<file path="config.mk">
export PLATFORM = sky130hd
export DESIGN_NAME = blink_rate_detector
export DESIGN_NICKNAME = d
export VERILOG_FILES = /design/src/rtl/blink_pkg.sv /design/src/rtl/blink_rate_detector_sync_rise.sv /design/src/rtl/blink_rate_detector.sv
export SDC_FILE = /design/constraint.sdc
export NUM_CORES = 1
export LEC_CHECK = 0
export CAP_MARGIN = 20
export CORE_ASPECT_RATIO = 0.9
export CORE_MARGIN = 2
export CORE_UTILIZATION = 60
export DETAILED_ROUTE_END_ITERATION = 10
export PLACE_DENSITY = 0.79
export SLEW_MARGIN = 20
export SYNTH_ARGS = -nofsm -noshare
export SYNTH_HDL_FRONTEND = slang
export SYNTH_SLANG_ARGS = --single-unit
export TNS_END_PERCENT = 100
</file>
<file path="constraint.sdc">
create_clock -name clk -period 7.1 [get_ports clk]
set_clock_uncertainty 0.2 [all_clocks]
set_input_delay 0.71 -clock clk [delete_from_list [all_inputs] [get_ports clk]]
set_output_delay 0.71 -clock clk [all_outputs]
set_load 0.005 [all_outputs]
</file>
<file path="src/rtl/blink_pkg.sv">
// Shared types and helpers for the blink-rate detector: rate encoding,
// FSM states and the nominal-period window classifier.
package blink_pkg;

    typedef enum logic [1:0] {
        RATE_1HZ   = 2'b00,
        RATE_10HZ  = 2'b01,
        RATE_50HZ  = 2'b10,
        RATE_100HZ = 2'b11
    } rate_e;

    typedef enum logic [1:0] {
        ST_IDLE    = 2'd0,
        ST_MEASURE = 2'd1,
        ST_LOCKED  = 2'd2
    } state_e;

    typedef struct packed {
        logic  valid;
        rate_e rate;
    } class_t;

    localparam int unsigned HZ100_P_DEF = 250;
    localparam int unsigned HZ50_P_DEF  = 500;
    localparam int unsigned HZ10_P_DEF  = 2500;
    localparam int unsigned HZ1_P_DEF   = 25000;

    // Window is +/- nom/8 around the nominal period, inclusive.
    function automatic logic in_window(input int unsigned per, input int unsigned nom);
        int unsigned diff;
        diff = (per > nom) ? (per - nom) : (nom - per);
        return diff <= (nom >> 3);
    endfunction

    function automatic class_t classify(
        input int unsigned per,
        input int unsigned p100 = HZ100_P_DEF,
        input int unsigned p50  = HZ50_P_DEF,
        input int unsigned p10  = HZ10_P_DEF,
        input int unsigned p1   = HZ1_P_DEF
    );
        class_t c;
        c.valid = 1'b1;
        c.rate  = RATE_1HZ;
        if (in_window(per, p100))     c.rate = RATE_100HZ;
        else if (in_window(per, p50)) c.rate = RATE_50HZ;
        else if (in_window(per, p10)) c.rate = RATE_10HZ;
        else if (in_window(per, p1))  c.rate = RATE_1HZ;
        else                          c.valid = 1'b0;
        return c;
    endfunction

endpackage

</file>
<file path="src/rtl/blink_rate_detector_sync_rise.sv">
// Two-flop synchronizer for the asynchronous blink line followed by a
// single-cycle rising-edge pulse.
module sync_rise (
    input  logic clk,
    input  logic rst_n,
    input  logic din,
    output logic rise
);

    logic sync1, sync2, sync3;

    always_ff @(posedge clk or negedge rst_n) begin
        if (!rst_n) begin
            sync1 <= 1'b0;
            sync2 <= 1'b0;
            sync3 <= 1'b0;
        end else begin
            sync1 <= din;
            sync2 <= sync1;
            sync3 <= sync2;
        end
    end

    assign rise = sync2 & ~sync3;

endmodule

</file>
<file path="src/rtl/blink_rate_detector.sv">
// Measures the clk count between rising edges of a blink line and locks
// onto one of the four standard blink rates.
//
// state      | meaning
// -----------+-----------------------------------------------------------
// ST_IDLE    | no activity; next rising edge only re-arms the counter
// ST_MEASURE | periods being classified, waiting for LOCK_N matches
// ST_LOCKED  | rate_code valid, every period still matches the locked rate
module blink_rate_detector
    import blink_pkg::*;
#(
    parameter int HZ100_P = 250,
    parameter int HZ50_P  = 500,
    parameter int HZ10_P  = 2500,
    parameter int HZ1_P   = 25000,
    parameter int TIMEOUT = 50000,
    parameter int LOCK_N  = 2,
    parameter int CW      = 16
) (
    input  logic          clk,
    input  logic          rst_n,
    input  logic          blink_in,
    output logic [1:0]    rate_code,
    output logic          rate_valid,
    output logic [CW-1:0] period,
    output logic          period_stb,
    output logic          err_stb,
    output logic          idle
);

    localparam int MW = $clog2(LOCK_N + 2);
    localparam logic [CW-1:0] TO = CW'(TIMEOUT);

    state_e          state, state_nx;
    rate_e           cand, cand_nx, code_q, code_nx;
    logic [MW-1:0]   match, match_nx, new_match;
    logic [CW-1:0]   cnt, meas, period_nx;
    logic            pstb_nx, estb_nx;
    logic            rise_edge, timeout;
    class_t          cls;

    sync_rise u_sync (
        .clk  (clk),
        .rst_n(rst_n),
        .din  (blink_in),
        .rise (rise_edge)
    );

    always_ff @(posedge clk or negedge rst_n) begin
        if (!rst_n)          cnt <= '0;
        else if (rise_edge)  cnt <= '0;
        else if (cnt != TO)  cnt <= cnt + 1'b1;
    end

    // A saturated counter reports TIMEOUT itself, which always falls outside
    // every window and therefore flags an error.
    assign timeout = (cnt == TO);
    assign meas    = timeout ? TO : cnt + 1'b1;
    assign cls     = classify(32'(meas), HZ100_P, HZ50_P, HZ10_P, HZ1_P);

    always_ff @(posedge clk or negedge rst_n) begin
        if (!rst_n) begin
            state      <= ST_IDLE;
            cand       <= RATE_1HZ;
            match      <= '0;
            code_q     <= RATE_1HZ;
            period     <= '0;
            period_stb <= 1'b0;
            err_stb    <= 1'b0;
        end else begin
            state      <= state_nx;
            cand       <= cand_nx;
            match      <= match_nx;
            code_q     <= code_nx;
            period     <= period_nx;
            period_stb <= pstb_nx;
            err_stb    <= estb_nx;
        end
    end

    always_comb begin
        state_nx  = state;
        cand_nx   = cand;
        match_nx  = match;
        code_nx   = code_q;
        period_nx = period;
        pstb_nx   = 1'b0;
        estb_nx   = 1'b0;
        new_match = (cls.valid && cls.rate == cand) ? match + 1'b1 : MW'(1);
        case (state)
            ST_IDLE: begin
                if (rise_edge) begin
                    state_nx = ST_MEASURE;
                    match_nx = '0;
                end
            end
            ST_MEASURE: begin
                if (rise_edge) begin
                    pstb_nx   = 1'b1;
                    period_nx = meas;
                    if (!cls.valid) begin
                        estb_nx  = 1'b1;
                        match_nx = '0;
                    end else begin
                        cand_nx  = cls.rate;
                        match_nx = new_match;
                        if (new_match >= MW'(LOCK_N)) begin
                            state_nx = ST_LOCKED;
                            code_nx  = cls.rate;
                        end
                    end
                end else if (timeout) begin
                    state_nx = ST_IDLE;
                    match_nx = '0;
                end
            end
            ST_LOCKED: begin
                if (rise_edge) begin
                    pstb_nx   = 1'b1;
                    period_nx = meas;
                    if (!cls.valid) begin
                        state_nx = ST_MEASURE;
                        estb_nx  = 1'b1;
                        match_nx = '0;
                    end else if (cls.rate != code_q) begin
                        state_nx = ST_MEASURE;
                        cand_nx  = cls.rate;
                        match_nx = MW'(1);
                    end
                end else if (timeout) begin
                    state_nx = ST_IDLE;
                    match_nx = '0;
                end
            end
            default: state_nx = ST_IDLE;
        endcase
    end

    always_comb begin
        rate_valid = (state == ST_LOCKED);
        idle       = (state == ST_IDLE);
        rate_code  = code_q;
    end

endmodule

</file>
==> metrics.csv <==
metric;value;unit
outcome;finished, final reports clean;
CTS clk-pin slew, worst paths;100;ps
Syn Nets;672;
Peak Freq;0.1623;GHz
gp weighted congestion;0.9948;
CTS tree;built;
r2r setup slk;940;ps
Total Neg Setup Slack;0;ps
number of flops mapped to enable cells by yosys;0;
hold_sp;u_sync.sync1;
RSZ-0062 raised after global routing;false;
LEAKAGE;2.209;nW
Die W;101.7;um
Clk Latency, worst-skew pair;320;ps
share of post-route cells with drive strength above 1;9.877;%
count leader, synth;nand2_1;
number of global-route vias before repair;5072;
H-tree Lvls;2;
hold path depth;0;
Worst Hold Path EP;u_sync.sync2;
reg2reg start;cnt[0];
post-layout min period;6163;ps
Post-CTS Setup Bufs;0;
Syn-to-layout area delta;8.032;%
mapped cell area;5156;sq um
cts bufs inserted;5;
flops & latches, synth;45;
CTS Root Cell;clkbuf_8;
nets;674;
initial drt markers;556;
gr usage total;38.10;%
Worst Path Required;7110;ps
Finish-stage setup viols;0;
Via density;7.047;
Clock Path Buffers;2;
CORE AREA;8448;sq um
routed len/inst;22.86;um
IO Port Bufs;24;
max-slew violation count;0;
register area share after synthesis;21.84;%
post-synth top area cell;dfrtp_1;
drt drc;0;
Die H;91.95;um
Tot Pwr;1.235;mW
Reg-to-Reg End;state[1];
synth unique cells;87;
die area;9352;sq um
FF-to-FF path depth;18;
Post-synth ARST share;100.0;%
Row Count;32;
Slew @ Worst Pin;1165;ps
Post-synth top cells;nand2_1 (54), o21ai_0 (48), dfrtp_1 (45), nor2_1 (42), nor3_1 (31);
HPWL after detailed placement;13.00;mm
drt pass-1 iters;5;
first-pass GRT wire length;27.56;mm
critical path launch point type;flop;
worst setup path category;flop to flop;
# IOs;25;
grt ovf;0;
Rel. slew slack;21.74;%
worst vdd ir;0.0002206;V
final WL;17.58;mm
cell count after synthesis;645;
most common flop cell mapped by yosys;dfrtp_1;
Pwr per Cell Area;221.7;nW/um^2
max cap viols;0;
CTS Sinks;45;
final number of hold-violating endpoints;0;
number of fillers in the final layout;740;
largest net degree at the start of global routing;46;
initial antenna violation count;0;
worst slack, placed;1108;ps
post-cts resize count;0;
Starting Density;61.03;%
CP Data Arrival Time;6180;ps
Worst Hold Class;flop to flop;
detailed-route via count;5419;
final worst setup slack;937.3;ps
largest cells by area after synthesis;dfrtp_1 (22%), ha_1 (5.8%), xnor2_1 (5.1%);
Final ANT Viol Nets;0;
Syn Area/Cell;7.994;sq um
YS warnings;0;
peak fanout along the critical path;18;
CTS Hold Bufs;0;
Tcrit/Tclk final;86.80;%
crit end category;flop;
post-synth top area share;21.84;%
==> metrics by stage <==
| stage | cell area (sq um) | util [%] | hold WS, ps | instances |
|---|---|---|---|---|
| floorplan | 5156 | - | 131.2 | 645 |
| global placement | 5436 | 64.35 | 152.3 | 759 |
| detailed placement | 5436 | 64.35 | 142.6 | 759 |
| CTS | 5555 | 65.76 | 172.8 | 767 |
| global route | 5565 | 65.88 | 183.7 | 767 |
| finish | 5570 | 65.94 | 170.7 | 769 |
==> sequential cells by signal (all words and copies together), names as in the netlist <==
name,count
rate_code,2
period_stb,1
match,2
cand,2
u_sync.sync1,1
err_stb,1
cnt,16
period,16
u_sync.sync3,1
state,2
u_sync.sync2,1
==> power by group <==
part	internal (mW)	switching, mW
Sequential	0.286	0.0433
Clock	0.108	0.109
Combinational	0.255	0.434
Total	0.650	0.585
==> worst max-delay path by stage <==
stage          endpoint   start  slack (ps)  depth (start not counted)
2_1_floorplan  state[1]  cnt[0]        1620                         22
3_3_place_gp   state[1]  cnt[0]        1170                         18
3_5_place_dp    cand[1]  cnt[0]        1110                         19
4_1_cts         cand[1]  cnt[0]        1090                         19
5_1_grt         cand[1]  cnt[0]         590                         19
6_report       state[1]  cnt[0]         940                         18
==> area by class of cell <==
class	count	area, sq um	area share [%]
diodes	2	5.005	0.08985
clock buffers	5	68.82	1.235
clock inverters	3	50.05	0.8985
inverters	19	71.32	1.280
multi-input cells	535	3735	67.05
flip-flops and latches	45	1126	20.22
well taps	119	148.9	2.673
repair buffers	41	365.4	6.559
==> worst max-delay path, stage by stage (launching register included) <==
cell	delay (ps)
dfrtp_1	610
inv_1	240
ha_1	200
nand4_1	160
or4_4	720
nand2_1	390
inv_1	220
ha_1	290
a21oi_1	370
xnor2_1	260
a2111oi_4	80
or4_1	500
a2111oi_2	430
a41oi_2	140
xor2_1	220
a21o_1	220
a21bo_1	210
a31oi_2	250
mux2_4	320
==> cells by family (layout without fill, tap and decap cells) <==
| family | count (synthesis) | in the layout | synth area share [%] |
|---|---|---|---|
| AOI/OAI and AO/OA | 195 | 195 | 28.10 |
| xor gates and xnor gates | 44 | 44 | 7.765 |
| adders and majority gates | 24 | 24 | 5.824 |
| buffers and inverters | 65 | 68 | 5.872 |
| DFF | 45 | 45 | 21.84 |
| muxes | 14 | 14 | 2.985 |
| other | 0 | 2 | 0 |
| and+or+nand+nor | 258 | 258 | 27.61 |
==> layout by cell type, fill, tap and decap left out, types with 10 or more instances in the layout <==
master,count
ha_1,24
nor3_1,31
xnor2_1,29
dfrtp_1,45
nor4_1,16
o21ai_0,48
nor2_1,42
nand2_1,54
nand3_1,25
o31ai_1,10
inv_1,18
nand2b_1,12
xor2_1,13
clkdlybuf4s50_1,23
nand4_1,16
buf_4,18
a31oi_1,12
a21oi_1,29
==> metal layers <==
layer	global-route usage [%]	routed length, um	vias to the layer above
li1	-	-	2427
met1	51.29	7166	2592
met2	58.83	7968	337
met3	9.299	1757	63
met4	14.19	684	0
met5	0	0	-
No activity file was read; power rests on OpenSTA's default activity.
